[src/rtl/ixu_issue_ctrl.sv]
// In-order issue controller for one VLIW IXU slot.
// Decoded ops are queued in a small FIFO. The FIFO head is held while either of
// its source registers is still owed a result by an op that has already issued,
// which is tracked by a 32-entry scoreboard. The register file writes before it
// reads, so a result that is being written back this cycle already counts as
// available. Writeback strobes come from a fixed-latency {valid,rd} shift
// register.
module ixu_issue_ctrl #(
    parameter int DEPTH  = 4,
    parameter int EX_LAT = 2
) (
    input  logic        clk,
    input  logic        rst,
    input  logic        in_valid,
    output logic        in_ready,
    input  logic [3:0]  in_op,
    input  logic        in_is_nop,
    input  logic        in_is_imm,
    input  logic [4:0]  in_rs1,
    input  logic [4:0]  in_rs2,
    input  logic [4:0]  in_rd,
    input  logic [11:0] in_imm,
    input  logic        stall_in,
    input  logic        flush,
    output logic        iss_valid,
    output logic [3:0]  iss_op,
    output logic        iss_is_imm,
    output logic [4:0]  iss_rs1,
    output logic [4:0]  iss_rs2,
    output logic [4:0]  iss_rd,
    output logic [11:0] iss_imm,
    output logic        wb_valid,
    output logic [4:0]  wb_rd,
    output logic        err_illegal,
    output logic [15:0] stall_cnt
);

    localparam int PTR_W = (DEPTH > 1) ? $clog2(DEPTH) : 1;
    localparam int CNT_W = PTR_W + 1;
    localparam logic [CNT_W-1:0] FULL_CNT = CNT_W'(DEPTH);

    typedef struct packed {
        logic [3:0]  op;
        logic        is_imm;
        logic [4:0]  rs1;
        logic [4:0]  rs2;
        logic [4:0]  rd;
        logic [11:0] imm;
    } op_t;

    op_t              fifo_mem_r [DEPTH];
    logic [PTR_W-1:0] wr_ptr_r;
    logic [PTR_W-1:0] rd_ptr_r;
    logic [CNT_W-1:0] count_r;
    logic [31:0]      busy_r;
    logic [EX_LAT-1:0] pipe_v_r;
    logic [4:0]       pipe_rd_r [EX_LAT];

    logic             full_s;
    logic             accept_s;
    logic             legal_s;
    logic             push_s;
    logic             illegal_s;
    logic             head_valid_s;
    op_t              head_s;
    logic [31:0]      busy_eff_s;
    logic [31:0]      busy_nxt_s;
    logic             hazard_s;
    logic             pop_s;
    logic             stall_evt_s;

    assign full_s       = (count_r == FULL_CNT);
    assign in_ready     = !full_s && !rst && !flush;
    assign accept_s     = in_valid && in_ready;
    assign legal_s      = (in_op <= 4'd9);
    assign push_s       = accept_s && !in_is_nop && legal_s;
    assign illegal_s    = accept_s && !in_is_nop && !legal_s;
    assign head_valid_s = (count_r != {CNT_W{1'b0}});
    assign head_s       = fifo_mem_r[rd_ptr_r];
    assign pop_s        = head_valid_s && !hazard_s && !stall_in && !flush;
    assign stall_evt_s  = head_valid_s && hazard_s && !stall_in && !flush;
    assign wb_valid     = pipe_v_r[EX_LAT-1];
    assign wb_rd        = pipe_rd_r[EX_LAT-1];

    // Busy view for this cycle: the register being written back is already readable.
    always_comb begin
        busy_eff_s = busy_r;
        if (wb_valid) begin
            busy_eff_s[wb_rd] = 1'b0;
        end else begin
            busy_eff_s = busy_r;
        end
    end

    // RAW check on the FIFO head; x0 and the unused rs2 of I-type ops never block.
    always_comb begin
        hazard_s = 1'b0;
        if (head_valid_s) begin
            hazard_s = ((head_s.rs1 != 5'd0) && busy_eff_s[head_s.rs1]) ||
                       (!head_s.is_imm && (head_s.rs2 != 5'd0) && busy_eff_s[head_s.rs2]);
        end else begin
            hazard_s = 1'b0;
        end
    end

    // Next scoreboard value: writeback clears first, so a same-cycle issue to that register wins.
    always_comb begin
        busy_nxt_s = busy_eff_s;
        if (pop_s && (head_s.rd != 5'd0)) begin
            busy_nxt_s[head_s.rd] = 1'b1;
        end else begin
            busy_nxt_s = busy_eff_s;
        end
        busy_nxt_s[0] = 1'b0;
    end

    // FIFO storage: payload only, validity is carried by the count.
    always_ff @(posedge clk) begin
        if (push_s) begin
            fifo_mem_r[wr_ptr_r] <= '{op: in_op, is_imm: in_is_imm, rs1: in_rs1,
                                      rs2: in_rs2, rd: in_rd, imm: in_imm};
        end
    end

    // FIFO pointers and occupancy; flush empties the queue in one cycle.
    always_ff @(posedge clk) begin
        if (rst || flush) begin
            wr_ptr_r <= {PTR_W{1'b0}};
            rd_ptr_r <= {PTR_W{1'b0}};
            count_r  <= {CNT_W{1'b0}};
        end else begin
            if (push_s) begin
                wr_ptr_r <= wr_ptr_r + PTR_W'(1);
            end
            if (pop_s) begin
                rd_ptr_r <= rd_ptr_r + PTR_W'(1);
            end
            case ({push_s, pop_s})
                2'b10:   count_r <= count_r + CNT_W'(1);
                2'b01:   count_r <= count_r - CNT_W'(1);
                default: count_r <= count_r;
            endcase
        end
    end

    // Register scoreboard.
    always_ff @(posedge clk) begin
        if (rst) begin
            busy_r <= 32'd0;
        end else begin
            busy_r <= busy_nxt_s;
        end
    end

    // Issue register: fields hold between issues, valid is a one-cycle pulse.
    always_ff @(posedge clk) begin
        if (rst) begin
            iss_valid  <= 1'b0;
            iss_op     <= 4'd0;
            iss_is_imm <= 1'b0;
            iss_rs1    <= 5'd0;
            iss_rs2    <= 5'd0;
            iss_rd     <= 5'd0;
            iss_imm    <= 12'd0;
        end else begin
            iss_valid <= pop_s;
            if (pop_s) begin
                iss_op     <= head_s.op;
                iss_is_imm <= head_s.is_imm;
                iss_rs1    <= head_s.rs1;
                iss_rs2    <= head_s.rs2;
                iss_rd     <= head_s.rd;
                iss_imm    <= head_s.imm;
            end
        end
    end

    // Writeback delay line; reset drops every in-flight op.
    always_ff @(posedge clk) begin
        if (rst) begin
            pipe_v_r <= {EX_LAT{1'b0}};
            for (int k = 0; k < EX_LAT; k++) begin
                pipe_rd_r[k] <= 5'd0;
            end
        end else begin
            pipe_v_r[0]  <= iss_valid;
            pipe_rd_r[0] <= iss_valid ? iss_rd : 5'd0;
            for (int k = 1; k < EX_LAT; k++) begin
                pipe_v_r[k]  <= pipe_v_r[k-1];
                pipe_rd_r[k] <= pipe_rd_r[k-1];
            end
        end
    end

    // Illegal-opcode pulse, one cycle after the offending op is accepted.
    always_ff @(posedge clk) begin
        if (rst) begin
            err_illegal <= 1'b0;
        end else begin
            err_illegal <= illegal_s;
        end
    end

    // Saturating count of cycles lost to RAW hazards alone.
    always_ff @(posedge clk) begin
        if (rst) begin
            stall_cnt <= 16'd0;
        end else if (stall_evt_s && (stall_cnt != 16'hFFFF)) begin
            stall_cnt <= stall_cnt + 16'd1;
        end
    end

endmodule

[config.mk]
export PLATFORM = sky130hd
export DESIGN_NAME = ixu_issue_ctrl
export DESIGN_NICKNAME = d
export VERILOG_FILES = /design/src/rtl/ixu_issue_ctrl.sv
export SDC_FILE = /design/constraint.sdc
export NUM_CORES = 1
export LEC_CHECK = 0
export CORE_ASPECT_RATIO = 0.9
export CORE_MARGIN = 8
export CORE_UTILIZATION = 49
export DETAILED_ROUTE_END_ITERATION = 10
export PLACE_DENSITY = 0.7
export SYNTH_ARGS = -nofsm -noshare
export SYNTH_HDL_FRONTEND = slang
export SYNTH_SLANG_ARGS = --single-unit
[constraint.sdc]
create_clock -name clk -period 8.83 [get_ports clk]
set_clock_uncertainty 0.2 [all_clocks]
set_input_delay 2.649 -clock clk [delete_from_list [all_inputs] [get_ports clk]]
set_output_delay 2.649 -clock clk [all_outputs]
set_load 0.02 [all_outputs]
==> summary.md, run 1 <==
| Metric | Value |
|---|---|
| Worst Path Max Fanout | `9` |
| Max Buffers Root-to-Sink | `3` |
| Mapped Area | `9830 µm²` |
| Sequential share of the synthesized area | `59.8%` |
| Hold Violations, Final | `0` |
| Core footprint | `19900 µm²` |
| Commonest non-fill, non-tap cells in the layout | `128 x edfxtp_1, 101 x dfxtp_1, 93 x clkdlybuf4s50_1, 66 x nor2_1, 59 x mux2i_1` |
| Post-CTS Setup Inserts | `0` |
| Post-synth EDFFs | `128` |
| Comb power frac | `2.3%` |
| CP cell instances | `clkdlybuf4s50_1 > or2_2 > a31oi_1 > clkdlybuf4s50_1` |
| Routability Congestion | `0.875` |
| Placed Cells | `1060` |
| Internal power | `1.77 mW` |
| # setup viols final | `0` |
| Ys Warns | `0` |
| Final Cycle Share | `83.5%` |
| Die height | `150 µm` |
| Vias in the first global route | `6919` |
| Final-report max-slew violation count | `0` |
| WL final | `24.3 mm` |
| Mean routed wirelength per cell | `22.0 µm` |
| DR DRC count | `0` |
| Clk root buf | `clkbuf_16` |
| Status | `finished clean` |
| Leak pwr | `4.05 nW` |
| Maxcap violations | `0` |
| Num CTS Buffers | `24` |
| Switching Power | `449 µW` |
| Worst Setup SP | `flush` |
| Total grt overflow | `0` |
| CP Capture Type | `output port` |
| Flops & latches, synth | `230` |
| Area Growth Syn to Fin | `19.3%` |
| Clk pwr share | `46.8%` |
| H-tree levels | `1` |
| Worst skew pair latency | `530 ps` |
| Fin area | `11700 µm²` |
| Clock period minus worst slack | `7370 ps` |
| Buffers on Ports | `94` |
| Req. time, crit path | `5980 ps` |
| CTS tree | `done` |
| Ys flop type | `edfxtp_1` |
| Synthesized Nets | `801` |
| # resized after CTS | `0` |
| Fmax | `136 MHz` |
| Count of boundary I/O pins | `95` |
| Post-Route Setup TNS | `0 ps` |
| Critical Path Max Stage Delay | `680 ps` |
| Synthesized instance count | `756` |
| Critical path class | `input pin to output port` |
| Syn avg cell area | `13.0 µm²` |
| Commonest non-fill, non-tap cell in the layout | `edfxtp_1` |
| Arr. time, crit path | `4520 ps` |
| GRT Total Usage | `19.6%` |
| Placed instance area | `10900 µm²` |
| Pin count of the biggest net entering global routing | `102` |
| Async S/R FF share, synth | `0%` |
| First-pass GRT wire length | `38.1 mm` |
| Die ar. | `24900 µm²` |
| Unique masters post-synth | `62` |
| Reg power frac | `50.9%` |
| First-pass DRT Iterations | `5` |
| Crit path max-delay cell type | `clkdlybuf4s50_1` |
| Average vias per placed instance | `6.01` |
| Initial antenna violation count | `0` |
| Final cell count without fillers | `1105` |
| Initial DRC count | `486` |
| RSZ-0062 raised after global routing | `false` |
| Clock Sinks | `230` |
| Hold path startpoint | `pipe_rd_r[0][3]$_SDFF_PP0_` |
| Post-DRT Antenna Nets | `0` |
| Initial Utilization | `49.5%` |
| Worst slew pin tran | `1130 ps` |
| Via count | `6642` |
| Clock slew at reported path FFs | `60 ps` |
| DIE WIDTH | `165 µm` |
| Switching Fraction | `20.2%` |
| Peak supply drop | `155 µV` |
| Nets | `876` |
| Hold Buf Count CTS | `0` |
| Share of cells above drive strength 1 | `12.8%` |
| Slew HR | `24.7%` |
| Row cnt | `49` |
| Top cell by count, worst path | `clkdlybuf4s50_1` |
| PD cells | `190 nW/µm²` |
| Hold Crit Class | `flop to flop` |
| FILL cells | `1559` |
| Launching element type of the critical path | `input pin` |
| Hpwl dp | `15.6 mm` |
metal layers:
metal  global-route usage (%)  part of all wire, %  routed length (µm)  up-vias
met2                     31.5                   47               11400      267
li1                         -                    -                   -     3021
met5                        0                    0                   0        -
met4                     8.12                  3.7                 887        0
met1                     25.6                   42               10300     3293
met3                     3.85                  6.9                1670       61
final cells by class:
| type | count | area [µm²] | share of cell area [%] |
|---|---|---|---|
| antenna | 1 | 2.50 | 0.0213 |
| inverter | 15 | 56.3 | 0.480 |
| multi-input combinational | 462 | 3650 | 31.2 |
| clock inverter | 14 | 145 | 1.24 |
| clock buffer | 30 | 696 | 5.93 |
| sequential | 230 | 5890 | 50.2 |
| timing repair buffer | 98 | 968 | 8.26 |
| tap | 255 | 319 | 2.72 |
metrics by stage:
stage	power [mW]	hold slack (ps)	setup WS [ps]	util [%]
after floorplan	1.18	214	2450	-
after global placement	1.20	224	1530	54.8
after detailed placement	1.21	226	1500	54.8
after CTS	2.24	242	1490	59.0
after global routing	2.29	260	1410	59.0
final	2.22	238	1460	59.0
final timing paths:
| kind | to | slack, ps | cells past startpoint |
|---|---|---|---|
| setup / recovery | in_ready | 1460 | 4 |
| hold / removal | pipe_rd_r[0][8]$_SDFF_PP0_ | 240 | 1 |
| setup reg to reg | count_r[2]$_SDFFE_PP0P_ | 3210 | 14 |
| hold reg to reg | pipe_rd_r[0][8]$_SDFF_PP0_ | 240 | 1 |
flip-flops by register name, summed over array words and instances (netlist names), named ones only:
signal / cells
busy_r: 31
count_r: 3
err_illegal: 1
fifo_mem_r: 128
iss_imm: 12
iss_is_imm: 1
iss_op: 4
iss_rd: 5
iss_rs1: 5
iss_rs2: 5
iss_valid: 1
pipe_rd_r: 10
pipe_v_r: 2
rd_ptr_r: 2
stall_cnt: 16
wr_ptr_r: 2
cells in the mapped netlist (3+ instances only):
cell type,instances,area share (%)
mux2_1,7,0.80
a311oi_1,6,0.53
clkbuf_1,31,1.2
nand3_1,8,0.41
o22ai_1,14,0.89
or4_1,7,0.53
mux2_2,10,1.1
nor4_1,3,0.19
o311ai_0,4,0.36
nor3_1,13,0.66
nand3b_1,4,0.31
nor3b_1,6,0.46
dfxtp_1,102,21
a211oi_1,3,0.23
a21oi_1,24,1.2
buf_4,8,0.61
xnor2_1,4,0.36
edfxtp_1,128,39
ha_1,6,0.76
nand4_1,14,0.89
nand2_1,23,0.88
and3_1,4,0.25
o22ai_2,6,0.76
inv_1,14,0.53
o21ai_0,41,2.1
mux4_2,33,7.6
nor2_1,66,2.5
buf_6,3,0.34
or3_1,14,0.89
mux2i_1,59,6.0
nand2b_1,10,0.64
a31oi_1,6,0.38
xor2_1,3,0.27
and2_1,11,0.70
buf_2,5,0.25
nor2b_1,22,1.4
power groups by stage:
stage | clock [mW] | combinational [mW] | sequential, mW
detailed placement | 0 | 0.0503 | 1.16
finish | 1.04 | 0.0508 | 1.13
floorplan | 0 | 0.0201 | 1.16
global placement | 0 | 0.0483 | 1.15
global route | 1.10 | 0.0545 | 1.13
CTS | 1.06 | 0.0506 | 1.13
cells by family after synthesis:
logic type	synth area share (%)
AO/OA/AOI/OAI	7.95
XOR/XNOR	0.789
AND/OR/NAND/NOR	11.9
flip-flops	59.8
buffers and inverters	3.04
adder cells (fa/ha/maj)	0.967
multiplexers	15.5
worst max-delay path: cells and delay by family:
| family | cells | cell delay [ps] |
|---|---|---|
| AOI/OAI and AO/OA | 1 | 340 |
| and+or+nand+nor | 1 | 410 |
| buffers and inverters | 2 | 1110 |
Power figures use the tool's default switching activity.
==> inputs of run 2 (changes only) <==
==> constraint.sdc (replaced) <==
create_clock -name clk -period 7.6 [get_ports clk]
set_clock_uncertainty 0.2 [all_clocks]
set_input_delay 2.28 -clock clk [delete_from_list [all_inputs] [get_ports clk]]
set_output_delay 2.28 -clock clk [all_outputs]
set_load 0.02 [all_outputs]
==> summary.md, run 2 (synthesized netlist as in run 1, its figures left out) <==
| Metric | Value |
|---|---|
| Peak supply drop | `205 µV (was 155 µV)` |
| Post-CTS Setup Inserts | `0 (unchanged)` |
| Final hold slack | `236 ps (was 238 ps)` |
| Share of cells above drive strength 1 | `12.8% (about the same)` |
| Pin count of the biggest net entering global routing | `102 (unchanged)` |
| First-pass DRT Iterations | `5 (unchanged)` |
| Critical path class | `input pin to output port (unchanged)` |
| Area Growth Syn to Fin | `18.9% (was 19.3%)` |
| Core footprint | `19900 µm² (unchanged)` |
| Initial antenna violation count | `0 (unchanged)` |
| Final-report max-slew violation count | `0 (unchanged)` |
| Max Buffers Root-to-Sink | `3 (unchanged)` |
| Clk root buf | `clkbuf_16 (unchanged)` |
| PD cells | `217 nW/µm² (was 190 nW/µm²)` |
| Placed Cells | `1061 (was 1060)` |
| # resized after CTS | `0 (unchanged)` |
| Post-Route Setup TNS | `0 ps (unchanged)` |
| Final cell count without fillers | `1105 (unchanged)` |
| Hold Crit Class | `flop to flop (unchanged)` |
| Final Cycle Share | `86.9%` |
| Clock slew at reported path FFs | `60 ps (about the same)` |
| Maxcap violations | `0 (unchanged)` |
| Num CTS Buffers | `24 (unchanged)` |
| Nets | `877 (was 876)` |
| Initial Utilization | `49.5% (unchanged)` |
| Reg with most FFs | `fifo_mem_r (unchanged)` |
| DR DRC count | `0 (unchanged)` |
| Die height | `150 µm (unchanged)` |
| Status | `finished clean (unchanged)` |
| Fin area | `11700 µm² (about the same)` |
| WL final | `23.3 mm (was 24.3 mm)` |
| Arr. time, crit path | `4120 ps (was 4520 ps)` |
| Placed instance area | `10900 µm² (about the same)` |
| FILL cells | `1593 (was 1559)` |
| Count of boundary I/O pins | `95 (unchanged)` |
| Row cnt | `49 (unchanged)` |
| Die ar. | `24900 µm² (unchanged)` |
| Ant. Diodes | `0 (was 1)` |
| Max reg flops | `128 (unchanged)` |
| Total grt overflow | `0 (unchanged)` |
| CP Capture Type | `output port (unchanged)` |
| CTS tree | `done (unchanged)` |
| Buffers on Ports | `94 (unchanged)` |
| Hpwl dp | `15.3 mm (was 15.6 mm)` |
| Worst slew pin tran | `1080 ps (was 1130 ps)` |
| Mean routed wirelength per cell | `21.1 µm (was 22.0 µm)` |
| Via count | `6535 (was 6642)` |
| Clock period minus worst slack | `6600 ps` |
| First-pass GRT wire length | `36.8 mm (was 38.1 mm)` |
| Worst Path Max Fanout | `9 (unchanged)` |
| Post-DRT Antenna Nets | `0 (unchanged)` |
| DIE WIDTH | `165 µm (unchanged)` |
| Worst skew pair latency | `540 ps (was 530 ps)` |
| Final Core Density | `58.9% (was 59.0%)` |
| Hold Buf Count CTS | `0 (unchanged)` |
| Fmax | `151 MHz` |
| Initial DRC count | `425 (was 486)` |
| GRT Total Usage | `18.9% (was 19.6%)` |
| Clock Sinks | `230 (unchanged)` |
| Routability Congestion | `0.901 (was 0.875)` |
| Commonest non-fill, non-tap cells in the layout | `128 x edfxtp_1, 101 x dfxtp_1, 93 x clkdlybuf4s50_1, 66 x nor2_1, 59 x mux2i_1 (unchanged)` |
| Hold Violations, Final | `0 (unchanged)` |
| Launching element type of the critical path | `input pin (unchanged)` |
| Vias in the first global route | `6698 (was 6919)` |
| # setup viols final | `0 (unchanged)` |
| Leak pwr | `4.03 nW (was 4.05 nW)` |
| Average vias per placed instance | `5.91 (was 6.01)` |
| Slew HR | `27.7% (was 24.7%)` |
| Req. time, crit path | `5120 ps (was 5980 ps)` |
| RSZ-0062 raised after global routing | `false (unchanged)` |
| Biggest regs | `fifo_mem_r x128, busy_r x31, stall_cnt x16 (unchanged)` |
| Commonest non-fill, non-tap cell in the layout | `edfxtp_1 (unchanged)` |
| H-tree levels | `1 (unchanged)` |
-- run 2: changes by cell type in the layout (fill, tap and decap cells not counted), sizes merged --
cell / before / now
buf: 5 / 6
diode: 1 / 0
clkbuf: 30 / 34
clkinvlp: 1 / 2
bufinv: 2 / 1
clkinv: 11 / 7
-- run 2: stage by stage --
| step | worst slack (ps) | total power, mW |
|---|---|---|
| global route | 945 | 2.61 |
| detailed placement | 1020 | 1.40 |
| floorplan | 1960 | 1.37 |
| global placement | 1020 | 1.40 |
| finish | 997 | 2.54 |
| CTS | 1010 | 2.56 |
-- run 2: worst paths after layout --
path / startpoint / endpoint / slack [ps] / depth (start not counted)
min: pipe_rd_r[0][3]$_SDFF_PP0_ / pipe_rd_r[0][8]$_SDFF_PP0_ / 240 / 1
max: flush / in_ready / 1000 / 4
min reg2reg: pipe_rd_r[0][3]$_SDFF_PP0_ / pipe_rd_r[0][8]$_SDFF_PP0_ / 240 / 1
max reg2reg: flop / count_r[2]$_SDFFE_PP0P_ / 1920 / 15
-- run 2: power by group --
| part | switching, mW | internal, mW |
|---|---|---|
| combinational | 0.0330 | 0.0258 |
| sequential | 0.000871 | 1.31 |
| clock | 0.483 | 0.679 |
| total | 0.517 | 2.02 |
-- run 2: final cells by class --
cell class	instances	area [µm²]	area share, %
inverters	15	56.3	0.481
clock buffers	34	698	5.97
multi-input cells	462	3650	31.2
repair buffers	99	976	8.34
well taps	255	319	2.73
flip-flops and latches	230	5890	50.3
clock inverters	10	105	0.899
-- run 2: layer usage --
metal / track usage [%] / vias up / share of wire (%)
met5: 0 / - / 0
met2: 29.7 / 274 / 46
met1: 25.0 / 3183 / 43
met4: 7.00 / 0 / 3.1
met3: 4.59 / 52 / 8.0
li1: - / 3026 / -
-- run 2: worst max-delay path: stages --
cell and delay, ps:
clkdlybuf4s50_1 420, or2_2 400, a31oi_1 330, clkdlybuf4s50_1 690
==> inputs of run 3 (changes only) <==
--- a/config.mk
+++ b/config.mk
@@ -9,7 +9,7 @@
 export CORE_MARGIN = 8
 export CORE_UTILIZATION = 49
 export DETAILED_ROUTE_END_ITERATION = 10
-export PLACE_DENSITY = 0.7
+export PLACE_DENSITY = 0.75
 export SYNTH_ARGS = -nofsm -noshare
 export SYNTH_HDL_FRONTEND = slang
 export SYNTH_SLANG_ARGS = --single-unit
==> summary.md, run 3 (synthesized netlist as in run 1, its figures left out) <==
| Metric | Value |
|---|---|
| Status | `finished clean (unchanged)` |
| Buffers on Ports | `94 (unchanged)` |
| Initial DRC count | `455 (was 425)` |
| Placed Cells | `1066 (was 1061)` |
| Switching Power | `512 µW (was 517 µW)` |
| Share of cells above drive strength 1 | `12.4% (was 12.8%)` |
| WL final | `22.2 mm (was 23.3 mm)` |
| First-pass DRT Iterations | `5 (unchanged)` |
| Flop-to-flop setup slack | `2260 ps (was 1920 ps)` |
| Final cell count without fillers | `1110 (was 1105)` |
| Final Cycle Share | `85.8% (was 86.9%)` |
| Biggest regs | `fifo_mem_r x128, busy_r x31, stall_cnt x16 (unchanged)` |
| Ant. Diodes | `0 (unchanged)` |
| GRT Total Usage | `17.8% (was 18.9%)` |
| Critical path class | `input pin to output port (unchanged)` |
| PD cells | `223 nW/µm² (was 217 nW/µm²)` |
| Average vias per placed instance | `5.88 (was 5.91)` |
| Post-DRT Antenna Nets | `0 (unchanged)` |
| Mean routed wirelength per cell | `20.0 µm (was 21.1 µm)` |
| CP Capture Type | `output port (unchanged)` |
| Worst skew pair latency | `530 ps (was 540 ps)` |
| # setup viols final | `0 (unchanged)` |
| Peak supply drop | `202 µV (was 205 µV)` |
| Initial Utilization | `49.5% (unchanged)` |
| Vias in the first global route | `6497 (was 6698)` |
| FILL cells | `1560 (was 1593)` |
| Count of boundary I/O pins | `95 (unchanged)` |
| Leak pwr | `4.08 nW (was 4.03 nW)` |
| DIE WIDTH | `165 µm (unchanged)` |
| Routability Congestion | `0.901 (about the same)` |
| # resized after CTS | `0 (unchanged)` |
| Die ar. | `24900 µm² (unchanged)` |
| Commonest non-fill, non-tap cells in the layout | `128 x edfxtp_1, 101 x dfxtp_1, 93 x clkdlybuf4s50_1, 66 x nor2_1, 59 x mux2i_1 (unchanged)` |
| Req. time, crit path | `5120 ps (about the same)` |
| Launching element type of the critical path | `input pin (unchanged)` |
| Final Core Density | `59.3% (was 58.9%)` |
| Clk root buf | `clkbuf_16 (unchanged)` |
| Nets | `882 (was 877)` |
| Max reg flops | `128 (unchanged)` |
| Hold Violations, Final | `0 (unchanged)` |
| Storage element area | `5890 µm² (unchanged)` |
| Commonest non-fill, non-tap cell in the layout | `edfxtp_1 (unchanged)` |
| Worst Path Max Fanout | `9 (unchanged)` |
| Area Growth Syn to Fin | `19.8% (was 18.9%)` |
| Post-CTS Setup Inserts | `0 (unchanged)` |
| Total grt overflow | `0 (unchanged)` |
| R2R cell count | `16 (was 15)` |
| Fmax | `153 MHz (was 151 MHz)` |
| Clock period minus worst slack | `6520 ps (was 6600 ps)` |
| Num CTS Buffers | `24 (unchanged)` |
| Via count | `6532 (was 6535)` |
| Final-report max-slew violation count | `0 (unchanged)` |
| RSZ-0062 raised after global routing | `false (unchanged)` |
| Core footprint | `19900 µm² (unchanged)` |
| Comb power frac | `2.2% (was 2.3%)` |
| Reg power frac | `50.0% (was 51.9%)` |
| Maxcap violations | `0 (unchanged)` |
| Worst Setup SP | `flush (unchanged)` |
| Hold Buf Count CTS | `0 (unchanged)` |
| DR DRC count | `0 (unchanged)` |
| Hpwl dp | `14.3 mm (was 15.3 mm)` |
| Hold Crit Class | `flop to flop (unchanged)` |
| Reg with most FFs | `fifo_mem_r (unchanged)` |
| First-pass GRT wire length | `35.1 mm (was 36.8 mm)` |
| Critical R2R Capture | `count_r[2]$_SDFFE_PP0P_ (unchanged)` |
| CP Capture Point | `in_ready (unchanged)` |
| Initial antenna violation count | `0 (unchanged)` |
| Clock slew at reported path FFs | `60 ps (about the same)` |
| Row cnt | `49 (unchanged)` |
| Switching Fraction | `19.5% (was 20.4%)` |
| Multi-input logic area | `3650 µm² (about the same)` |
| H-tree levels | `1 (unchanged)` |
| Slew HR | `48.8% (was 27.7%)` |
| Worst slew pin tran | `762 ps (was 1080 ps)` |
| Clk pwr share | `47.8% (was 45.8%)` |
| Arr. time, crit path | `4040 ps (was 4120 ps)` |
| Max Buffers Root-to-Sink | `3 (unchanged)` |
| Pin count of the biggest net entering global routing | `62 (was 102)` |
| Clock Sinks | `230 (unchanged)` |
| CTS tree | `done (unchanged)` |
| Internal power | `2.12 mW (was 2.02 mW)` |
| Design Power | `2.63 mW (was 2.54 mW)` |
| Post-Route Setup TNS | `0 ps (unchanged)` |
| Die height | `150 µm (unchanged)` |
run 3: worst min path at each step:
stage / end / start / cells past startpoint
after detailed placement: pipe_rd_r[0][9]$_SDFF_PP0_ / pipe_rd_r[0][4]$_SDFF_PP0_ / 1
after floorplan: pipe_rd_r[0][5]$_SDFF_PP0_ / pipe_rd_r[0][0]$_SDFF_PP0_ / 1
final: pipe_rd_r[0][9]$_SDFF_PP0_ / pipe_rd_r[0][4]$_SDFF_PP0_ / 1
after global placement: pipe_v_r[1]$_SDFF_PP0_ / pipe_v_r[0]$_SDFF_PP0_ / 1
after CTS: pipe_rd_r[0][9]$_SDFF_PP0_ / pipe_rd_r[0][4]$_SDFF_PP0_ / 1
after global routing: pipe_rd_r[0][9]$_SDFF_PP0_ / pipe_rd_r[0][4]$_SDFF_PP0_ / 1
run 3: power by group through the flow:
| stage | registers [mW] | logic [mW] | clock network (mW) |
|---|---|---|---|
| detailed placement | 1.34 | 0.0583 | 0 |
| floorplan | 1.34 | 0.0234 | 0 |
| finish | 1.32 | 0.0584 | 1.26 |
| CTS | 1.32 | 0.0585 | 1.28 |
| global route | 1.31 | 0.0628 | 1.33 |
| global placement | 1.34 | 0.0570 | 0 |
run 3: cell type report:
class / instances / area share, %
clock buffers: 33 / 5.55
flip-flops and latches: 230 / 50.0
repair buffers: 104 / 8.60
inverters: 15 / 0.478
multi-input cells: 462 / 31.0
well taps: 255 / 2.71
clock inverters: 11 / 1.74
run 3: metrics by stage:
step	setup slack, ps	cell area [µm²]	hold slack, ps
final	1080	11800	233
after global routing	1030	11800	244
after CTS	1070	11800	236
after detailed placement	1060	10900	222
after global placement	1080	10900	217
after floorplan	1960	9830	214
run 3: per-layer routing:
layer  GRT usage [%]  share of wire [%]  vias up
met5               0                  0        -
met1            24.4                 44     3186
met3            4.24                8.4       58
met2            27.7                 45      251
met4            5.00                2.4        0
li1                -                  -     3037
run 3: worst max-delay path, stage by stage:
cell and delay [ps]:
clkdlybuf4s50_1 420, or2_2 410, a31oi_1 270, clkdlybuf4s50_1 660
